$ cat src/rtl/sseg_mux_driver_if.sv
// Bundle of the display driver's data inputs and display-pin outputs.
// The master side is the datapath feeding digits; the slave side is the driver.
interface sseg_if #(
  parameter int NUM_DIGITS = 4
);
  logic [4*NUM_DIGITS-1:0] hex_i;
  logic [NUM_DIGITS-1:0]   dp_i;
  logic [NUM_DIGITS-1:0]   blank_i;
  logic                    lzb_i;
  logic                    en_i;
  logic [NUM_DIGITS-1:0]   an_o;
  logic [6:0]              sseg_o;
  logic                    dp_o;
  logic                    frame_o;

  modport master (
    output hex_i, dp_i, blank_i, lzb_i, en_i,
    input  an_o, sseg_o, dp_o, frame_o
  );

  modport slave (
    input  hex_i, dp_i, blank_i, lzb_i, en_i,
    output an_o, sseg_o, dp_o, frame_o
  );
endinterface

$ cat src/rtl/sseg_mux_driver.sv
// Time-multiplexed seven-segment driver for a common-anode display: per-slot
// guard interval, frame-synchronous input snapshot, leading-zero blanking.
module sseg_mux_driver #(
  parameter int NUM_DIGITS   = 4,
  parameter int REFRESH_DIV  = 50000,
  parameter int GUARD_CYCLES = 500
) (
  input  logic   clk_i,
  input  logic   rst_ni,
  sseg_if.slave  bus
);
  localparam int CNT_W = $clog2(REFRESH_DIV);
  localparam int IDX_W = $clog2(NUM_DIGITS);
  localparam logic [CNT_W-1:0] CNT_LAST = CNT_W'(REFRESH_DIV - 1);
  localparam logic [CNT_W-1:0] GUARD_C  = CNT_W'(GUARD_CYCLES);
  localparam logic [IDX_W-1:0] IDX_LAST = IDX_W'(NUM_DIGITS - 1);

  logic [CNT_W-1:0]        cnt_q, cnt_d;
  logic [IDX_W-1:0]        idx_q, idx_d;
  logic [4*NUM_DIGITS-1:0] snap_hex_q, snap_hex_d;
  logic [NUM_DIGITS-1:0]   snap_dp_q, snap_dp_d;
  logic [NUM_DIGITS-1:0]   snap_blank_q, snap_blank_d;
  logic                    snap_lzb_q, snap_lzb_d;
  logic                    snap_vld_q, snap_vld_d;
  logic [NUM_DIGITS-1:0]   an_q, an_d;
  logic [6:0]              sseg_q, sseg_d;
  logic                    dp_q, dp_d;
  logic                    frame_q, frame_d;

  logic                    slot_end;
  logic                    frame_end;
  logic [NUM_DIGITS-1:0]   zero_above;
  logic                    zacc;
  logic [3:0]              nibble;
  logic                    digit_blank;

  function automatic logic [6:0] decode(input logic [3:0] v);
    logic [6:0] s;
    case (v)
      4'h0: s = 7'b1000000;
      4'h1: s = 7'b1111001;
      4'h2: s = 7'b0100100;
      4'h3: s = 7'b0110000;
      4'h4: s = 7'b0011001;
      4'h5: s = 7'b0010010;
      4'h6: s = 7'b0000010;
      4'h7: s = 7'b1111000;
      4'h8: s = 7'b0000000;
      4'h9: s = 7'b0010000;
      4'hA: s = 7'b0001000;
      4'hB: s = 7'b0000011;
      4'hC: s = 7'b1000110;
      4'hD: s = 7'b0100001;
      4'hE: s = 7'b0000110;
      4'hF: s = 7'b0001110;
    endcase
    return s;
  endfunction

  assign slot_end  = bus.en_i && (cnt_q == CNT_LAST);
  assign frame_end = slot_end && (idx_q == IDX_LAST);

  always_comb begin
    cnt_d        = cnt_q;
    idx_d        = idx_q;
    snap_hex_d   = snap_hex_q;
    snap_dp_d    = snap_dp_q;
    snap_blank_d = snap_blank_q;
    snap_lzb_d   = snap_lzb_q;
    snap_vld_d   = snap_vld_q;
    if (bus.en_i) begin
      cnt_d = slot_end ? '0 : cnt_q + 1'b1;
      if (slot_end) idx_d = idx_q + 1'b1;
      if (frame_end) begin
        idx_d        = '0;
        snap_hex_d   = bus.hex_i;
        snap_dp_d    = bus.dp_i;
        snap_blank_d = bus.blank_i;
        snap_lzb_d   = bus.lzb_i;
        snap_vld_d   = 1'b1;
      end
    end
  end

  // zero_above[i]: every snapshot nibble from the top digit down to i is zero
  always_comb begin
    zacc       = 1'b1;
    zero_above = '0;
    for (int i = NUM_DIGITS - 1; i >= 0; i--) begin
      zacc          = zacc & (snap_hex_q[4*i +: 4] == 4'h0);
      zero_above[i] = zacc;
    end
  end

  assign nibble      = snap_hex_q[{idx_q, 2'b00} +: 4];
  assign digit_blank = snap_blank_q[idx_q] ||
                       (snap_lzb_q && (idx_q != '0) && zero_above[idx_q]);

  // Until the first snapshot is taken there is no data, so anodes stay off too.
  always_comb begin
    an_d    = '1;
    sseg_d  = 7'h7F;
    dp_d    = 1'b1;
    frame_d = frame_end;
    if (bus.en_i && snap_vld_q && (cnt_q >= GUARD_C)) begin
      an_d[idx_q] = 1'b0;
      dp_d        = ~snap_dp_q[idx_q];
      sseg_d      = digit_blank ? 7'h7F : decode(nibble);
    end
  end

  always_ff @(posedge clk_i or negedge rst_ni) begin
    if (!rst_ni) begin
      cnt_q        <= '0;
      idx_q        <= '0;
      snap_hex_q   <= '0;
      snap_dp_q    <= '0;
      snap_blank_q <= '1;
      snap_lzb_q   <= 1'b0;
      snap_vld_q   <= 1'b0;
      an_q         <= '1;
      sseg_q       <= 7'h7F;
      dp_q         <= 1'b1;
      frame_q      <= 1'b0;
    end else begin
      cnt_q        <= cnt_d;
      idx_q        <= idx_d;
      snap_hex_q   <= snap_hex_d;
      snap_dp_q    <= snap_dp_d;
      snap_blank_q <= snap_blank_d;
      snap_lzb_q   <= snap_lzb_d;
      snap_vld_q   <= snap_vld_d;
      an_q         <= an_d;
      sseg_q       <= sseg_d;
      dp_q         <= dp_d;
      frame_q      <= frame_d;
    end
  end

  assign bus.an_o    = an_q;
  assign bus.sseg_o  = sseg_q;
  assign bus.dp_o    = dp_q;
  assign bus.frame_o = frame_q;
endmodule

$ cat src/flat_wrapper.sv
// flat-port wrapper written by rule: the top's interface ports become plain ports
module sseg_mux_driver_flat 
#(
  parameter int NUM_DIGITS   = 4,
  parameter int REFRESH_DIV  = 50000,
  parameter int GUARD_CYCLES = 500
)
  (clk_i, rst_ni, bus_hex_i, bus_dp_i, bus_blank_i, bus_lzb_i, bus_en_i, bus_an_o, bus_sseg_o, bus_dp_o, bus_frame_o);
  sseg_if #(.NUM_DIGITS(NUM_DIGITS)) bus_i ();
  input  logic clk_i;
  input  logic rst_ni;
  input wire logic [$bits(bus_i.hex_i)-1:0] bus_hex_i;
  input wire logic [$bits(bus_i.dp_i)-1:0] bus_dp_i;
  input wire logic [$bits(bus_i.blank_i)-1:0] bus_blank_i;
  input wire logic [$bits(bus_i.lzb_i)-1:0] bus_lzb_i;
  input wire logic [$bits(bus_i.en_i)-1:0] bus_en_i;
  output wire logic [$bits(bus_i.an_o)-1:0] bus_an_o;
  output wire logic [$bits(bus_i.sseg_o)-1:0] bus_sseg_o;
  output wire logic [$bits(bus_i.dp_o)-1:0] bus_dp_o;
  output wire logic [$bits(bus_i.frame_o)-1:0] bus_frame_o;
  assign bus_i.hex_i = bus_hex_i;
  assign bus_i.dp_i = bus_dp_i;
  assign bus_i.blank_i = bus_blank_i;
  assign bus_i.lzb_i = bus_lzb_i;
  assign bus_i.en_i = bus_en_i;
  assign bus_an_o = bus_i.an_o;
  assign bus_sseg_o = bus_i.sseg_o;
  assign bus_dp_o = bus_i.dp_o;
  assign bus_frame_o = bus_i.frame_o;
  sseg_mux_driver #(.NUM_DIGITS(NUM_DIGITS), .REFRESH_DIV(REFRESH_DIV), .GUARD_CYCLES(GUARD_CYCLES)) u_core (.clk_i(clk_i), .rst_ni(rst_ni), .bus(bus_i));
endmodule
$ cat config.mk
export PLATFORM = sky130hd
export DESIGN_NAME = sseg_mux_driver_flat
export DESIGN_NICKNAME = d
export VERILOG_FILES = /design/src/rtl/sseg_mux_driver_if.sv /design/src/rtl/sseg_mux_driver.sv /design/src/flat_wrapper.sv
export SDC_FILE = /design/constraint.sdc
export NUM_CORES = 1
export LEC_CHECK = 0
export ABC_CLOCK_PERIOD_IN_PS = 6500
export CAP_MARGIN = 0
export CORE_MARGIN = 8
export CORE_UTILIZATION = 56
export CTS_CLUSTER_SIZE = 40
export DETAILED_ROUTE_END_ITERATION = 12
export PLACE_DENSITY = 0.82
export SLEW_MARGIN = 20
export SYNTH_ARGS = -nofsm -noshare
export SYNTH_HDL_FRONTEND = slang
export SYNTH_SLANG_ARGS = --single-unit
export TNS_END_PERCENT = 100
$ cat constraint.sdc
create_clock -name clk_i -period 6.5 [get_ports clk_i]
set_input_delay 1.3 -clock clk_i [delete_from_list [all_inputs] [get_ports clk_i]]
set_output_delay 1.3 -clock clk_i [all_outputs]
set_load 0.02 [all_outputs]
==> reports/qor.txt, run 1 <==
Status: finished clean
Unrepaired setup endpoints after global routing: no
Core Area: 5010 um2
Detailed Routing Iterations Pass 1: 4
Area delta synth->final: 23.4%
Setup Viol. Count Final: 0
Switching power total: 0.192 mW
Routability cong.: 0.910
Largest net degree at the start of global routing: 58
WL per Instance: 15.2 um
Worst Path Required: 6.73 ns
Clock Pin Slew Worst Setup and Hold Paths: 0.06 ns
Critical path type: input port to flop
Met2 Use GR: 0.236
Htree depth: 3
Final #Nets: 303
Worst VDD drop: 0.161 mV
DRC Markers: 0
Sw Ratio: 0.224
# rows: 26
Mapped Area: 2850 um2
GRT Max-Usage Layer: met2
Remaining global-route overflow: 0
Slew Viols, Final: 0
CP Launch Type: input port
Reg-to-reg critical path startpoint: u_core.cnt_q[0]$_DFFE_PN0P_
CP Capture Type: flop
DRT iter0 DRCs: 62
Clock Power Share: 0.474
Syn nets: 261
Critical path endpoint: u_core.snap_hex_q[12]$_DFFE_PN0P_
Syn avg cell area: 12.9 um2
Max-Cap Viols: 0
Setup Skew: 0.00513 ns
Starting Density: 0.568
Number of gates resized after CTS: 0
Total number of vias: 1772
I/O Buffers: 40
Boundary pin count: 41
Die W: 87.3 um
Synth Register Bits: 57
ANT cells: 0
Internal power: 0.663 mW
Commonest non-fill, non-tap cell in the layout: dfrtp_1
Reg power frac: 0.462
Vias per inst: 5.24
Period utilization: 0.525
HP Class: flop to flop
R2r worst-path depth: 6
Arrival @ worst endpoint: 3.64 ns
CTS tree: done
First-pass GRT wire length: 8970 um
Post-CTS Setup Inserts: 0
Initial antenna violation count: 0
Peak Freq: 293 MHz
Critical path fanouts, max: 27
Clk_lat worst skew: 0.35 ns
Final wirelength: 5120 um
Critical Path Start: bus_en_i
Worst reg2reg endpoint: u_core.snap_hex_q[12]$_DFFE_PN0P_
Setup tns final: 0 ns
Post-DP HPWL: 3570 um
Distinct cell type count after synthesis: 36
CTS Buf Count: 9
Sequential share of the synthesized area: 0.508
Post-placement setup slack: 2.78 ns
Gate Count Post-Synth: 221
Global Route met3 Usage: 0.0519
Min cycle time layout: 3.41 ns
Chip height: 87.3 um
Hold Buf Count CTS: 0
DRT antenna net count: 0
GRT Overall Usage: 0.155
Die area: 7620 um2
LEAKAGE: 1.61 nW
Number of global-route vias before repair: 1889
Root Driver: clkbuf_8
Flop2flop setup slack: 4.10 ns
Bufs on Longest Clock Path: 2
Overall Power: 0.855 mW
Final hold slack: 0.476 ns
Worst slew pin tran: 0.720 ns
Combinational share of power: 0.064
Rel. slew slack: 0.516
Final Hold Fails: 0
YS warnings: 0
Layout cells sized above 1: 0.272
Most frequent cells in the layout: dfrtp_1, clkdlybuf4s50_1, mux2_4
Worst setup margin: 3.09 ns
CTS Sinks: 57
Met1 Track Usage GR: 0.180
Pwr Density: 243 nW/um2
==> critical path: stages <==
cell	delay (ns)
clkdlybuf4s50_1	0.65
nand4_4	0.18
nor4_2	0.25
and3_1	0.61
nand2_8	0.27
mux2_4	0.36
==> power by group through the flow <==
stage,registers (mW),clock network (mW),logic (mW)
after floorplan,0.396,0,0.0276
after global placement,0.401,0,0.0536
after detailed placement,0.400,0,0.0559
after CTS,0.395,0.411,0.0557
after global routing,0.398,0.433,0.0619
final,0.395,0.405,0.0547
==> layer usage <==
| metal | routed length (um) | part of all wire |
|---|---|---|
| met3 | 268 | 0.052 |
| met2 | 2410 | 0.47 |
| met4 | 136 | 0.027 |
| met5 | 0 | 0 |
| met1 | 2310 | 0.45 |
==> sequential cells by signal, indices dropped and copies added (netlist names) <==
name and count:
u_core.snap_lzb_q 1, u_core.snap_vld_q 1, u_core.bus.frame_o 1, u_core.snap_blank_q 4
u_core.bus.dp_o 1, u_core.snap_dp_q 4, u_core.snap_hex_q 16, u_core.idx_q 2
u_core.bus.an_o 4, u_core.bus.sseg_o 7, u_core.cnt_q 16
==> layout make-up <==
class                           count  area, um2
Inverter                            8       30.0
Clock buffer                       10        138
Sequential cell                    57       1450
Tap cell                           70       87.6
Timing Repair Buffer               41        403
Multi-Input combinational cell    146       1300
Clock inverter                      6        105
Fill cell                         371       1500
==> cell families (layout without fill, tap and decap cells) <==
family | count (synthesis) | after routing | share of synthesized area
xor+xnor | 12 | 12 | 0.0369
buf+inv | 18 | 65 | 0.0343
flops | 57 | 57 | 0.508
fa+ha+maj | 12 | 12 | 0.0527
simple gates | 68 | 68 | 0.136
compound gates | 17 | 17 | 0.0365
mux | 37 | 37 | 0.196
==> stage by stage <==
| stage | util | area, um2 | std cells |
|---|---|---|---|
| global placement | 0.653 | 3270 | 322 |
| floorplan | - | 2850 | 221 |
| CTS | 0.701 | 3510 | 338 |
| finish | 0.701 | 3510 | 338 |
| global route | 0.701 | 3510 | 338 |
| detailed placement | 0.653 | 3270 | 322 |
==> cells in the mapped netlist <==
library cell	n	share of area
dfrtp_1	41	0.36
mux2_4	18	0.095
nand2_1	17	0.022
dfstp_2	16	0.15
nor2_1	13	0.017
ha_1	12	0.053
nand3_1	9	0.016
inv_1	8	0.011
mux2_2	8	0.032
mux4_2	7	0.055
nor4_1	6	0.013
o21ai_0	6	0.011
xnor2_1	6	0.018
xor2_1	6	0.018
o211ai_1	5	0.013
and3_1	4	0.0088
mux2i_1	4	0.014
a21oi_1	3	0.0053
buf_2	3	0.0053
buf_6	3	0.012
clkbuf_1	3	0.0040
nand3b_1	3	0.0079
nand4_1	3	0.0066
nor3_1	3	0.0053
nand2b_1	2	0.0044
or3b_2	2	0.0062
a211oi_1	1	0.0026
a21o_1	1	0.0026
and2_1	1	0.0022
buf_4	1	0.0026
nand2_8	1	0.0070
nand4_4	1	0.0075
nor3b_1	1	0.0026
nor3b_2	1	0.0044
nor4_2	1	0.0044
o22ai_1	1	0.0022
==> worst min path at each step <==
stage / from / end / slack, ns / cells past startpoint
3_5_place_dp: u_core.snap_vld_q$_DFFE_PN0P_ / u_core.snap_vld_q$_DFFE_PN0P_ / 0.45 / 1
5_1_grt: u_core.snap_vld_q$_DFFE_PN0P_ / u_core.snap_vld_q$_DFFE_PN0P_ / 0.48 / 1
4_1_cts: u_core.snap_vld_q$_DFFE_PN0P_ / u_core.snap_vld_q$_DFFE_PN0P_ / 0.47 / 1
3_3_place_gp: u_core.snap_vld_q$_DFFE_PN0P_ / u_core.snap_vld_q$_DFFE_PN0P_ / 0.45 / 1
6_report: u_core.snap_vld_q$_DFFE_PN0P_ / u_core.snap_vld_q$_DFFE_PN0P_ / 0.48 / 1
2_1_floorplan: u_core.snap_vld_q$_DFFE_PN0P_ / u_core.snap_vld_q$_DFFE_PN0P_ / 0.43 / 1
Note: power is estimated with default switching activity, not from simulation.
==> run 2, diff against run 1 <==
Settings changed: ABC_CLOCK_PERIOD_IN_PS 6500 to 3180, CORE_UTILIZATION 56 to 54, PLACE_DENSITY 0.82 to 0.79.
Clock period 6.5 ns to 3.18 ns, I/O delays scaled along.
==> run 2 against run 1 <==
  * Wire length is 2.9% lower
  * Die area is 3.0% higher
  * Clock-buffer cell count is 6 higher
  * Global-route usage is 1.4 points lower
  * Clock skew is 0.0060 ns higher
  * Via count is 1.1% higher
  * Setup slack worse by 2.3 ns
  * Hold slack worse by 0.16 ns
  * Final cell count is 0.59% higher
  * Combinational power is 100% higher
  * Sequential share of layout area is 0.66 points higher
  * Critical endpoint is now u_core.snap_hex_q[7]$_DFFE_PN0P_
  * Largest cell class unchanged
==> reports/qor.txt, run 2 (same netlist as run 1, synthesis figures left out) <==
Total number of vias: 1791
Status: finished clean
Post-CTS Setup Inserts: 0
CP Capture Type: flop
Final wirelength: 4970 um
LEAKAGE: 1.58 nW
Hold Buf Count CTS: 0
Number of gates resized after CTS: 0
Max-Cap Viols: 0
WL per Instance: 14.6 um
Root Driver: clkbuf_8
CTS Sinks: 57
Commonest non-fill, non-tap cell in the layout: dfrtp_1
Core Area: 5110 um2
Worst VDD drop: 0.344 mV
Unrepaired setup endpoints after global routing: no
Period utilization: 0.742
Area delta synth->final: 21.4%
Starting Density: 0.558
Setup Skew: 0.0111 ns
Arrival @ worst endpoint: 2.56 ns
Worst slew pin tran: 0.605 ns
DRT antenna net count: 0
HP Class: input port to async pin
Layout cells sized above 1: 0.259
Htree depth: 3
Crit-path leading delay family: simple AND/OR/NAND/NOR gates
Clk_lat worst skew: 0.33 ns
Crit path cell chain: clkdlybuf4s50_1, nand4_4, nor4_2, and3_1, nand2_8, mux2_4
Detailed Routing Iterations Pass 1: 4
Slew Viols, Final: 0
Worst path max stage delay: 0.66 ns
Boundary pin count: 41
Die area: 7850 um2
Bufs on Longest Clock Path: 2
Die W: 88.6 um
Vias per inst: 5.27
I/O Buffers: 40
CTS tree: done
Min cycle time layout: 2.36 ns
GRT Overall Usage: 0.141
Critical path fanouts, max: 27
Clock Pin Slew Worst Setup and Hold Paths: 0.06 ns
Critical-path top delay cell: clkdlybuf4s50_1
Initial antenna violation count: 0
CP bufs+invs: 1
Rel. slew slack: 0.597
Chip height: 88.6 um
Routability cong.: 0.804
Final hold slack: 0.316 ns
Number of global-route vias before repair: 1890
Final Hold Fails: 0
CP Launch Type: input port
Setup Viol. Count Final: 0
Worst Path Required: 3.38 ns
Remaining global-route overflow: 0
ANT cells: 0
DRT iter0 DRCs: 98
Flop2flop setup slack: 0.90 ns
Critical path type: input port to flop
First-pass GRT wire length: 8480 um
Largest net degree at the start of global routing: 50
# rows: 26
CTS Buf Count: 9
Peak Freq: 424 MHz
Fill count: 372
DRC Markers: 0
Most frequent cells in the layout: dfrtp_1, clkdlybuf4s50_1, mux2_4
Final #Nets: 305
Post-DP HPWL: 3550 um
Pwr Density: 435 nW/um2
Setup tns final: 0 ns
run 2: path summary, 6_finish.rpt:
path	startpoint	endpoint	cells after the start
worst max register to register	u_core.idx_q[0]$_DFFE_PN0P_	u_core.bus.sseg_o[3]$_DFF_PN1_	6
worst min register to register	u_core.snap_vld_q$_DFFE_PN0P_	u_core.snap_vld_q$_DFFE_PN0P_	1
worst max-delay path	bus_en_i	u_core.snap_hex_q[7]$_DFFE_PN0P_	6
max in group asynchronous	rst_ni	u_core.bus.an_o[2]$_DFF_PN1_	2
min in group clk_i	u_core.snap_vld_q$_DFFE_PN0P_	u_core.snap_vld_q$_DFFE_PN0P_	1
worst min-delay path	rst_ni	u_core.cnt_q[0]$_DFFE_PN0P_	1
run 2: final cells by class:
| cell class | count | area (um2) | share of cell area |
|---|---|---|---|
| inverters | 8 | 30.0 | 0.00868 |
| repair buffers | 43 | 420 | 0.122 |
| well taps | 70 | 87.6 | 0.0253 |
| flip-flops and latches | 57 | 1450 | 0.418 |
| multi-input cells | 146 | 1300 | 0.377 |
| clock buffers | 16 | 170 | 0.0492 |
run 2: routing by layer:
| metal | routed length (um) | GRT usage | vias to the layer above |
|---|---|---|---|
| li1 | - | - | 870 |
| met1 | 2340 | 0.174 | 873 |
| met2 | 2330 | 0.224 | 44 |
| met3 | 229 | 0.0371 | 4 |
| met4 | 69 | 0.0691 | 0 |
| met5 | 0 | 0 | - |
run 2: power by group:
part	switching, mW	leakage [nW]	internal (mW)
Clock	0.253	0.0850	0.327
Combinational	0.0511	0.772	0.0607
Sequential	0.0532	0.720	0.759
Total	0.357	1.58	1.15
run 2: per-stage QoR:
stage                     instances  setup slack [ns]  power, mW  area [um2]   util
after global routing            340             0.701       1.58        3460  0.677
after CTS                       340             0.826       1.52        3460  0.677
after detailed placement        324             0.490      0.933        3290  0.643
after floorplan                 221              1.09      0.866        2850      -
final                           340             0.820       1.50        3460  0.677
after global placement          324             0.535      0.929        3290  0.643
